### config.mk
export PLATFORM = sky130hd
export DESIGN_NAME = text_writer_flat
export DESIGN_NICKNAME = d
export VERILOG_FILES = /design/src/rtl/text_pkg.sv /design/src/rtl/text_writer_if.sv /design/src/rtl/text_msg_rom.sv /design/src/rtl/text_writer.sv /design/src/flat_wrapper.sv
export SDC_FILE = /design/constraint.sdc
export NUM_CORES = 1
export LEC_CHECK = 0
export ABC_CLOCK_PERIOD_IN_PS = 2800
export CAP_MARGIN = 40
export CORE_UTILIZATION = 50
export CTS_BUF_LIST = sky130_fd_sc_hd__clkbuf_4
export DETAILED_ROUTE_END_ITERATION = 16
export MAX_ROUTING_LAYER = met4
export PLACE_DENSITY = 0.79
export SKIP_LAST_GASP = 1
export SYNTH_ARGS = -nofsm -noshare
export SYNTH_HDL_FRONTEND = slang
export SYNTH_HIERARCHICAL = 1
export SYNTH_SLANG_ARGS = --single-unit
### constraint.sdc
create_clock -name clk -period 2.8 [get_ports clk]
set_input_delay 0.56 -clock clk [delete_from_list [all_inputs] [get_ports clk]]
set_output_delay 0.56 -clock clk [all_outputs]
set_load 0.02 [all_outputs]
### src/rtl/text_pkg.sv
// Shared definitions for the text writer: message entry layout, message
// indices and the message ROM contents.
package text_pkg;

  localparam int DEF_GLYPH_W = 6;
  localparam int ROM_ADDR_W  = 16;
  localparam int ROM_MAX_LEN = 16;
  localparam int ROM_DEPTH   = 4;
  localparam int ROM_LEN_W   = $clog2(ROM_MAX_LEN + 1);

  typedef struct packed {
    logic [ROM_ADDR_W-1:0]                     base;
    logic [ROM_LEN_W-1:0]                      len;
    logic [0:ROM_MAX_LEN-1][DEF_GLYPH_W-1:0]   glyph;
  } msg_entry_t;

  localparam int MSG_GAME_OVER = 0;
  localparam int MSG_SCORE     = 1;
  localparam int MSG_EMPTY     = 2;
  localparam int MSG_WRAP      = 3;

  localparam logic [15:0] BLANK_WORD = 16'h0000;

  // Glyph 0 of each string sits in the leftmost slot of the concatenation.
  localparam msg_entry_t MSG_ROM [ROM_DEPTH] = '{
    '{base: 16'd55,   len: 5'd8,
      glyph: {6'h1C, 6'h17, 6'h17, 6'h25, 6'h0B, 6'h0A, 6'h0D, 6'h23, {8{6'h00}}}},
    '{base: 16'd100,  len: 5'd5,
      glyph: {6'h11, 6'h0C, 6'h2A, 6'h3F, 6'h00, {11{6'h00}}}},
    '{base: 16'd300,  len: 5'd0,
      glyph: {16{6'h00}}},
    '{base: 16'hFFFE, len: 5'd4,
      glyph: {6'h10, 6'h20, 6'h30, 6'h05, {12{6'h00}}}}
  };

endpackage

### src/rtl/text_writer_if.sv
// Request/status and RAM write-port bundle between a controller and the
// text writer.
interface text_writer_if #(
  parameter int ADDR_W = 16,
  parameter int DATA_W = 16,
  parameter int SEL_W  = 2
);
  logic              start;
  logic [SEL_W-1:0]  msg_sel;
  logic              erase;
  logic              busy;
  logic              done;
  logic              we;
  logic [ADDR_W-1:0] addr;
  logic [DATA_W-1:0] dina;

  modport master (
    output start, msg_sel, erase,
    input  busy, done, we, addr, dina
  );

  modport slave (
    input  start, msg_sel, erase,
    output busy, done, we, addr, dina
  );
endinterface

### src/rtl/text_msg_rom.sv
// Combinational message ROM lookup; selections at or beyond NUM_MSG read
// back as an empty message.
module text_msg_rom
  import text_pkg::*;
#(
  parameter int ADDR_W  = 16,
  parameter int NUM_MSG = 4,
  parameter int SEL_W   = 2,
  parameter int LEN_W   = 5
) (
  input  logic [SEL_W-1:0]       msg_sel,
  input  logic [LEN_W-1:0]       idx,
  output logic [ADDR_W-1:0]      base,
  output logic [LEN_W-1:0]       len,
  output logic [DEF_GLYPH_W-1:0] glyph
);

  localparam int GIDX_W = $clog2(ROM_MAX_LEN);

  msg_entry_t entry;

  always_comb begin
    entry = '0;
    for (int i = 0; i < ROM_DEPTH; i++) begin
      if (i < NUM_MSG && int'(msg_sel) == i) entry = MSG_ROM[i];
    end
    base  = ADDR_W'(entry.base);
    len   = LEN_W'(entry.len);
    glyph = entry.glyph[idx[GIDX_W-1:0]];
  end

endmodule

### src/rtl/text_writer.sv
// Streams one ROM message (or its blank span) into the text RAM, one word
// per clock, then pulses done.
module text_writer
  import text_pkg::*;
#(
  parameter int ADDR_W  = 16,
  parameter int DATA_W  = 16,
  parameter int GLYPH_W = DEF_GLYPH_W,
  parameter int NUM_MSG = 4,
  parameter int MAX_LEN = 16
) (
  input  logic         clk,
  input  logic         rst_n,
  text_writer_if.slave bus
);

  localparam int SEL_W = (NUM_MSG > 1) ? $clog2(NUM_MSG) : 1;
  localparam int LEN_W = $clog2(MAX_LEN + 1);

  typedef enum logic [1:0] {S_IDLE, S_WRITE, S_DONE} state_t;

  state_t            state;
  logic [SEL_W-1:0]  sel_q;
  logic              erase_q;
  logic [LEN_W-1:0]  idx;

  logic [SEL_W-1:0]       rom_sel;
  logic [ADDR_W-1:0]      rom_base;
  logic [LEN_W-1:0]       rom_len;
  logic [DEF_GLYPH_W-1:0] rom_glyph;

  function automatic logic [DATA_W-1:0] glyph_word(input logic [DEF_GLYPH_W-1:0] g);
    glyph_word = '0;
    glyph_word[DATA_W-1]    = 1'b1;
    glyph_word[GLYPH_W-1:0] = GLYPH_W'(g);
  endfunction

  // While idle the ROM looks at the live request so acceptance needs no extra cycle.
  assign rom_sel  = (state == S_IDLE) ? bus.msg_sel : sel_q;
  assign bus.busy = (state != S_IDLE);

  text_msg_rom #(
    .ADDR_W  (ADDR_W),
    .NUM_MSG (NUM_MSG),
    .SEL_W   (SEL_W),
    .LEN_W   (LEN_W)
  ) u_rom (
    .msg_sel (rom_sel),
    .idx     (idx),
    .base    (rom_base),
    .len     (rom_len),
    .glyph   (rom_glyph)
  );

  always_ff @(posedge clk or negedge rst_n) begin
    if (!rst_n) begin
      state    <= S_IDLE;
      sel_q    <= '0;
      erase_q  <= 1'b0;
      idx      <= '0;
      bus.we   <= 1'b0;
      bus.done <= 1'b0;
      bus.addr <= '0;
      bus.dina <= '0;
    end else begin
      case (state)
        S_IDLE: begin
          bus.we   <= 1'b0;
          bus.done <= 1'b0;
          if (bus.start) begin
            sel_q   <= bus.msg_sel;
            erase_q <= bus.erase;
            idx     <= '0;
            state   <= S_WRITE;
          end
        end
        S_WRITE: begin
          // idx reaching len means the final word went out on the previous edge;
          // an empty or illegal message arrives here with len 0 and writes nothing.
          if (idx == rom_len) begin
            bus.we   <= 1'b0;
            bus.done <= 1'b1;
            state    <= S_DONE;
          end else begin
            bus.we   <= 1'b1;
            bus.addr <= rom_base + ADDR_W'(idx);
            bus.dina <= erase_q ? DATA_W'(BLANK_WORD) : glyph_word(rom_glyph);
            idx      <= idx + 1'b1;
          end
        end
        S_DONE: begin
          bus.we   <= 1'b0;
          bus.done <= 1'b0;
          state    <= S_IDLE;
        end
        default: state <= S_IDLE;
      endcase
    end
  end

endmodule

### src/flat_wrapper.sv
// flat-port wrapper written by rule: the top's interface ports become plain ports
module text_writer_flat import text_pkg::*;
#(
  parameter int ADDR_W  = 16,
  parameter int DATA_W  = 16,
  parameter int GLYPH_W = DEF_GLYPH_W,
  parameter int NUM_MSG = 4,
  parameter int MAX_LEN = 16
)
  (clk, rst_n, bus_start, bus_msg_sel, bus_erase, bus_busy, bus_done, bus_we, bus_addr, bus_dina);
  text_writer_if #(.ADDR_W(ADDR_W), .DATA_W(DATA_W), .SEL_W(2)) bus_i ();
  input  logic clk;
  input  logic rst_n;
  input wire logic [$bits(bus_i.start)-1:0] bus_start;
  input wire logic [$bits(bus_i.msg_sel)-1:0] bus_msg_sel;
  input wire logic [$bits(bus_i.erase)-1:0] bus_erase;
  output wire logic [$bits(bus_i.busy)-1:0] bus_busy;
  output wire logic [$bits(bus_i.done)-1:0] bus_done;
  output wire logic [$bits(bus_i.we)-1:0] bus_we;
  output wire logic [$bits(bus_i.addr)-1:0] bus_addr;
  output wire logic [$bits(bus_i.dina)-1:0] bus_dina;
  assign bus_i.start = bus_start;
  assign bus_i.msg_sel = bus_msg_sel;
  assign bus_i.erase = bus_erase;
  assign bus_busy = bus_i.busy;
  assign bus_done = bus_i.done;
  assign bus_we = bus_i.we;
  assign bus_addr = bus_i.addr;
  assign bus_dina = bus_i.dina;
  text_writer #(.ADDR_W(ADDR_W), .DATA_W(DATA_W), .GLYPH_W(GLYPH_W), .NUM_MSG(NUM_MSG), .MAX_LEN(MAX_LEN)) u_core (.clk(clk), .rst_n(rst_n), .bus(bus_i));
endmodule
Word-level counts from Yosys, hierarchy flattened
Cells that the tools add are included.
{ "classes": {"bitwise": 2, "n_lt_le_gt_ge": 1, "n_addsub": 2, "muxes": 19, "n_reduce_logical": 11, "n_eq_ne": 9} }
{ "ops": {"columns": ["cell", "n"], "rows": [
  ["117-bit 2-to-1 mux", 1],
  ["110-bit 2-to-1 mux", 1],
  ["108-bit 2-to-1 mux", 1],
  ["107-bit 2-to-1 mux", 1],
  ["6-bit binary-select mux with 4-bit select", 1],
  ["16-bit by 5-bit adder with 16-bit output", 1],
  ["16-bit 2-to-1 mux", 1],
  ["6-bit 2-to-1 mux", 2],
  ["5-bit 2-to-1 mux", 2],
  ["5-bit case mux with 2 select lines", 1],
  ["2-bit AND reduction", 4],
  ["2-bit equality test (second input constant)", 3],
  ["2-bit 2-to-1 mux", 3],
  ["2-bit nonzero test", 3],
  ["5-bit by 1-bit adder with 5-bit output (second input constant)", 1],
  ["5-bit equality test", 1],
  ["5-bit greater-or-equal comparator (second input constant)", 1],
  ["4-bit NOT with 5-bit output", 1],
  ["2-bit by 1-bit equality test with 1-bit output (second input constant)", 2],
  ["2-bit zero test", 2],
  ["2-bit != test (second input constant)", 2],
  ["1-bit case mux with 2 select lines", 2],
  ["2-bit case mux with 2 select lines", 1],
  ["3-bit AND reduction", 1],
  ["4 further kinds", 5]
]} }
{ "word_totals": {"word_cells": 52, "reg_bits": 44, "input_bits": 6, "output_inout_bits": 35} }

Depth between registers and ports, before layout
{ "logic_depth": {"ltp_word": 11, "mapped_depth": 13, "ltp_nobuf": 12} }

By module
The synthesis kept the hierarchy.
{ "modules_own_cells": {"columns": ["module", "area_each_um2", "cells_each", "seq_area_each_um2", "n_inst"], "rows": [
  ["text_writer", 1955.6, 198, 875.8, 1],
  ["text_msg_rom", 485.5, 69, 0.0, 1]
]} }

Worst setup path after synthesis
No wires, ideal clock.
{ "synth_timing": {"path_kind": "reg2reg", "start": "reg u_core.state[0]", "end": "reg u_core.bus.addr[5]", "setup_slack_ns": -0.248, "required_time_ns": 2.675, "setup_time_ns": 0.125, "arrival_ns": 2.923, "path_stages_with_launch": 12, "n_path_buf": 3, "period_less_slack_ns": 3.048, "cell_sequence": "dfrtp_1 > buf_2 > nor2_1 > mux2_2 > ha_1 > or2_2 > buf_4 > xnor2_1 > nand2_2 > o211ai_4 > buf_6 > mux2_4"} }
{ "synth_between": {"word_cells_on_any_way": 15, "classes_between": "add/sub (1); eq/ne (5); mux (5); bitwise (1); reduce/logical (3)"} }
{ "synth_lines": {"columns": ["item", "line", "text"], "rows": [
  ["from (decl)", "text_writer.sv:22", "state_t state;"],
  ["from (signal assigned)", "text_writer.sv:57", "state <= S_IDLE;"],
  ["from (signal assigned)", "text_writer.sv:74", "state <= S_WRITE;"],
  ["from (signal assigned)", "text_writer.sv:83", "state <= S_DONE;"],
  ["2-bit zero test *", "text_writer.sv:39", "assign rom_sel = (state == S_IDLE) ? bus.msg_sel : sel_q;"],
  ["2-bit 2-to-1 mux *", "text_writer.sv:39", null],
  ["via u_core.rom_sel[0]", "text_writer.sv:27", "logic [SEL_W-1:0] rom_sel;"],
  ["2-bit equality test", "text_msg_rom.sv:25", "if (i < NUM_MSG && int'(msg_sel) == i) entry = MSG_ROM[i];"],
  ["108-bit 2-to-1 mux", "text_msg_rom.sv:25", null],
  ["110-bit 2-to-1 mux", "text_msg_rom.sv:25", null],
  ["117-bit 2-to-1 mux *", "text_msg_rom.sv:25", null],
  ["via u_core.rom_len[2]", "text_writer.sv:29", "logic [LEN_W-1:0] rom_len;"],
  ["5-bit equality test *", "text_writer.sv:80", "if (idx == rom_len) begin"],
  ["1-bit NOT (no line) *", null, null],
  ["2-bit AND reduction (no line) *", null, null],
  ["to (signal assigned)", "text_writer.sv:86", "bus.addr <= rom_base + ADDR_W'(idx);"],
  ["to (decl)", "text_writer_if.sv:24", "output busy, done, we, addr, dina"]
]} }
Mark *: on every way through the listed nets, which the timed path passes. The rest lies on a longest branch.
A chain may end at the register's enable or synchronous reset.

Worst setup path after layout
{ "layout_timing": {"start": "reg u_core.state[1]", "end": "reg u_core.bus.addr[1]"} }
{ "layout_between": {"elab_chain_cells": 10, "word_cells_on_any_way": 15, "classes_between": "add/sub (1); eq/ne (5); mux (5); bitwise (1); reduce/logical (3)"} }
{ "layout_rtl": {"columns": ["item", "line"], "rows": [
  ["2-bit zero test *", "text_writer.sv:39"],
  ["2-bit 2-to-1 mux *", "text_writer.sv:39"],
  ["via u_core.rom_sel[1]", "text_writer.sv:27"],
  ["2-bit zero test", "text_msg_rom.sv:25"],
  ["107-bit 2-to-1 mux", "text_msg_rom.sv:25"],
  ["108-bit 2-to-1 mux", "text_msg_rom.sv:25"],
  ["110-bit 2-to-1 mux", "text_msg_rom.sv:25"],
  ["117-bit 2-to-1 mux *", "text_msg_rom.sv:25"],
  ["branches (longest 3 deep; another with 16-bit by 5-bit adder with 16-bit output)", null]
]} }
Mark *: on every way through the listed nets, which the timed path passes.

==> results.sh <==
export IMPL_synthArstFlopShare=1.00
export IMPL_worstSetupPathType="flip-flop to flip-flop"
export IMPL_vias_per_cell=5.18
export IMPL_fin_nets=332
export IMPL_wire_per_inst_um=12.3
export IMPL_die_h_um=71.9
export IMPL_synth_area_mm2=0.00244
export IMPL_die_area_mm2=0.00517
export IMPL_grt_usage=0.198
export IMPL_final_cell_area_mm2=0.00305
export IMPL_cts_tree="yes"
export IMPL_cts_root_buf="clkbuf_4"
export IMPL_io_buffers=31
export IMPL_final_common_cell="dfrtp_1"
export IMPL_clockBufferDepth=2
export IMPL_path_clk_slew_ns=0.10
export IMPL_synth_cell_types=51
export IMPL_grt_max_degree=36
export IMPL_num_antenna_cells=0
export IMPL_die_w_um=71.9
export IMPL_final_cell_mix="dfrtp_1, clkdlybuf4s50_1, nand2_1"
export IMPL_layout_setup_ws_ns=0.153
export IMPL_drt_iter0_drc=88
export IMPL_period_share=0.945
export IMPL_rows=25
export IMPL_first_global_vias=1792
export IMPL_slew_headroom=0.543
export IMPL_synth_main_ff_cell="dfrtp_1"
export IMPL_hold_path_class="flip-flop to flip-flop"
export IMPL_h_tree_depth=2
export IMPL_fmax_mhz=378
export IMPL_start_kind="flip-flop"
export IMPL_rrSetupSlack_ns=0.15
export IMPL_syn_instance_count=267
export IMPL_ctsHoldBuffers=0
export IMPL_critical_path_max_fanout=5
export IMPL_seq_area_um2=877
export IMPL_grt_pass1_wl_um=7730
export IMPL_finalWeightedCongestion=0.836
export IMPL_dp_cells=370
export IMPL_grt_ovfl_total=0
export IMPL_outcome="completed"
export IMPL_fillCellCount=396
export IMPL_synth_seq_area_share=0.359
export IMPL_io_pins=41
export IMPL_period_minus_slack_ns=2.65
export IMPL_tightestPinTransition_ns=0.685
export IMPL_place_area_mm2=0.00290
export IMPL_multi_input_area_mm2=0.00143
export IMPL_holdPathStages=2
export IMPL_cts_buffers=5
export IMPL_fin_worst_skew_ns=0.0148
export IMPL_dr_total_vias=1964
export IMPL_endpoint_kind="flip-flop"
export IMPL_yosys_top_cells_area="dfrtp_1, buf_4, ha_1"
export IMPL_yosys_warnings=6
export IMPL_synth_edf_count=0
export IMPL_setup_violations=0
export IMPL_drive_above_1_share=0.224
export IMPL_synth_seq_cells=35
export IMPL_syn_avg_cell_area_um2=9.14
export IMPL_core_region_area_mm2=0.00472
export IMPL_synth_top_area_share=0.359
export IMPL_antenna_left=0
export IMPL_insertion_delay_ns=0.33
export IMPL_start_util=0.517
export IMPL_maxCapViolCount=0
export IMPL_drv_slew=0
export IMPL_wirelength_um=4670
export IMPL_drc=0
export IMPL_hold_viol=0
export IMPL_dp_hpwl_um=3340
export IMPL_r2r_cells=10
export IMPL_pre_cts_slack_ns=-0.269
export IMPL_grt_antenna_before_repair=0
export IMPL_first_pass_iters=4
export IMPL_final_cells=379
export IMPL_cp_arrival_ns=2.87
export IMPL_cts_sinks=35
export IMPL_cp_required_ns=3.02
export IMPL_synth_area_leader_cell="dfrtp_1"
export IMPL_syn_to_final_growth_pct=25.0
-- through the flow --
step | hold slack, ns | utilization | TNS [ns]
2_1_floorplan | 0.264 | - | 0
3_3_place_gp | 0.462 | 0.614 | -3.75
3_5_place_dp | 0.469 | 0.614 | -5.18
4_1_cts | 0.491 | 0.624 | 0
5_1_grt | 0.510 | 0.646 | -0.00975
6_report | 0.483 | 0.646 | 0
-- final cells by class --
type,instances,area share
multi-input cells,200,0.469
well taps,67,0.0275
inverters,9,0.0111
repair buffers,62,0.190
clock buffers,6,0.0148
flip-flops and latches,35,0.287
-- worst paths after layout --
check | endpoint | start
setup / recovery | u_core/bus.addr[1] | u_core/state[1]
hold / removal | u_core/bus.addr[11] | u_core/bus.addr[11]
setup reg to reg | u_core/bus.addr[1] | u_core/state[1]
hold reg to reg | u_core/bus.addr[11] | u_core/bus.addr[11]
max in group asynchronous | u_core/state[1] | rst_n
min in group asynchronous | u_core/idx[2] | rst_n
-- critical path: stages (launching register included) --
cell,delay (ns)
dfrtp_2,0.45
nor2_4,0.15
mux2_4,0.33
buf_6,0.14
ha_4,0.17
or2_2,0.31
xnor2_1,0.17
nand2_2,0.11
o211ai_4,0.24
buf_12,0.15
mux2_2,0.32
-- registers in the layout, summed over array words and instances, names as in the netlist --
register,flops
u_core/bus.dina,7
u_core/sel_q,2
u_core/bus.done,1
u_core/state,2
u_core/idx,5
u_core/bus.we,1
u_core/erase_q,1
u_core/bus.addr,16
-- synth_stat cells (all sizes together), types with 3 or more instances --
| master | count |
|---|---|
| xnor2 | 7 |
| a211oi | 3 |
| xor2 | 13 |
| nand2 | 31 |
| nor2 | 10 |
| buf | 31 |
| nand2b | 7 |
| nor2b | 6 |
| ha | 12 |
| nand4 | 4 |
| dfrtp | 35 |
| o21ai | 31 |
| inv | 9 |
| o211ai | 3 |
| nand3 | 15 |
| a21oi | 5 |
| and3 | 3 |
| a31oi | 3 |
| mux2 | 8 |
| or2 | 4 |
-- kinds of logic (layout without fill, tap and decap cells) --
logic type / after synthesis / after routing / share of synthesized area
fa+ha+maj: 13 / 13 / 0.0697
buf+inv: 41 / 77 / 0.110
compound gates: 60 / 60 / 0.170
xor+xnor: 20 / 20 / 0.0718
mux: 8 / 8 / 0.0384
other cells: 2 / 11 / 0.00308
simple gates: 88 / 88 / 0.179
flops: 35 / 35 / 0.359
-- what timing repair did --
item,CTS,global route
setup buffers,0,3
gates resized for setup,0,16
endpoints found under the setup margin,0,22
-- routing by layer --
layer / vias up / part of all wire / track usage
met5: - / 0 / -
met4: 0 / 0.013 / 0.0719
met3: 8 / 0.031 / 0.0408
met2: 44 / 0.49 / 0.330
met1: 927 / 0.47 / 0.237
li1: 985 / - / -
Power is left out: the tool's default activity adds up to more than one toggle a clock period on the data nets, which glitch-free logic cannot reach.
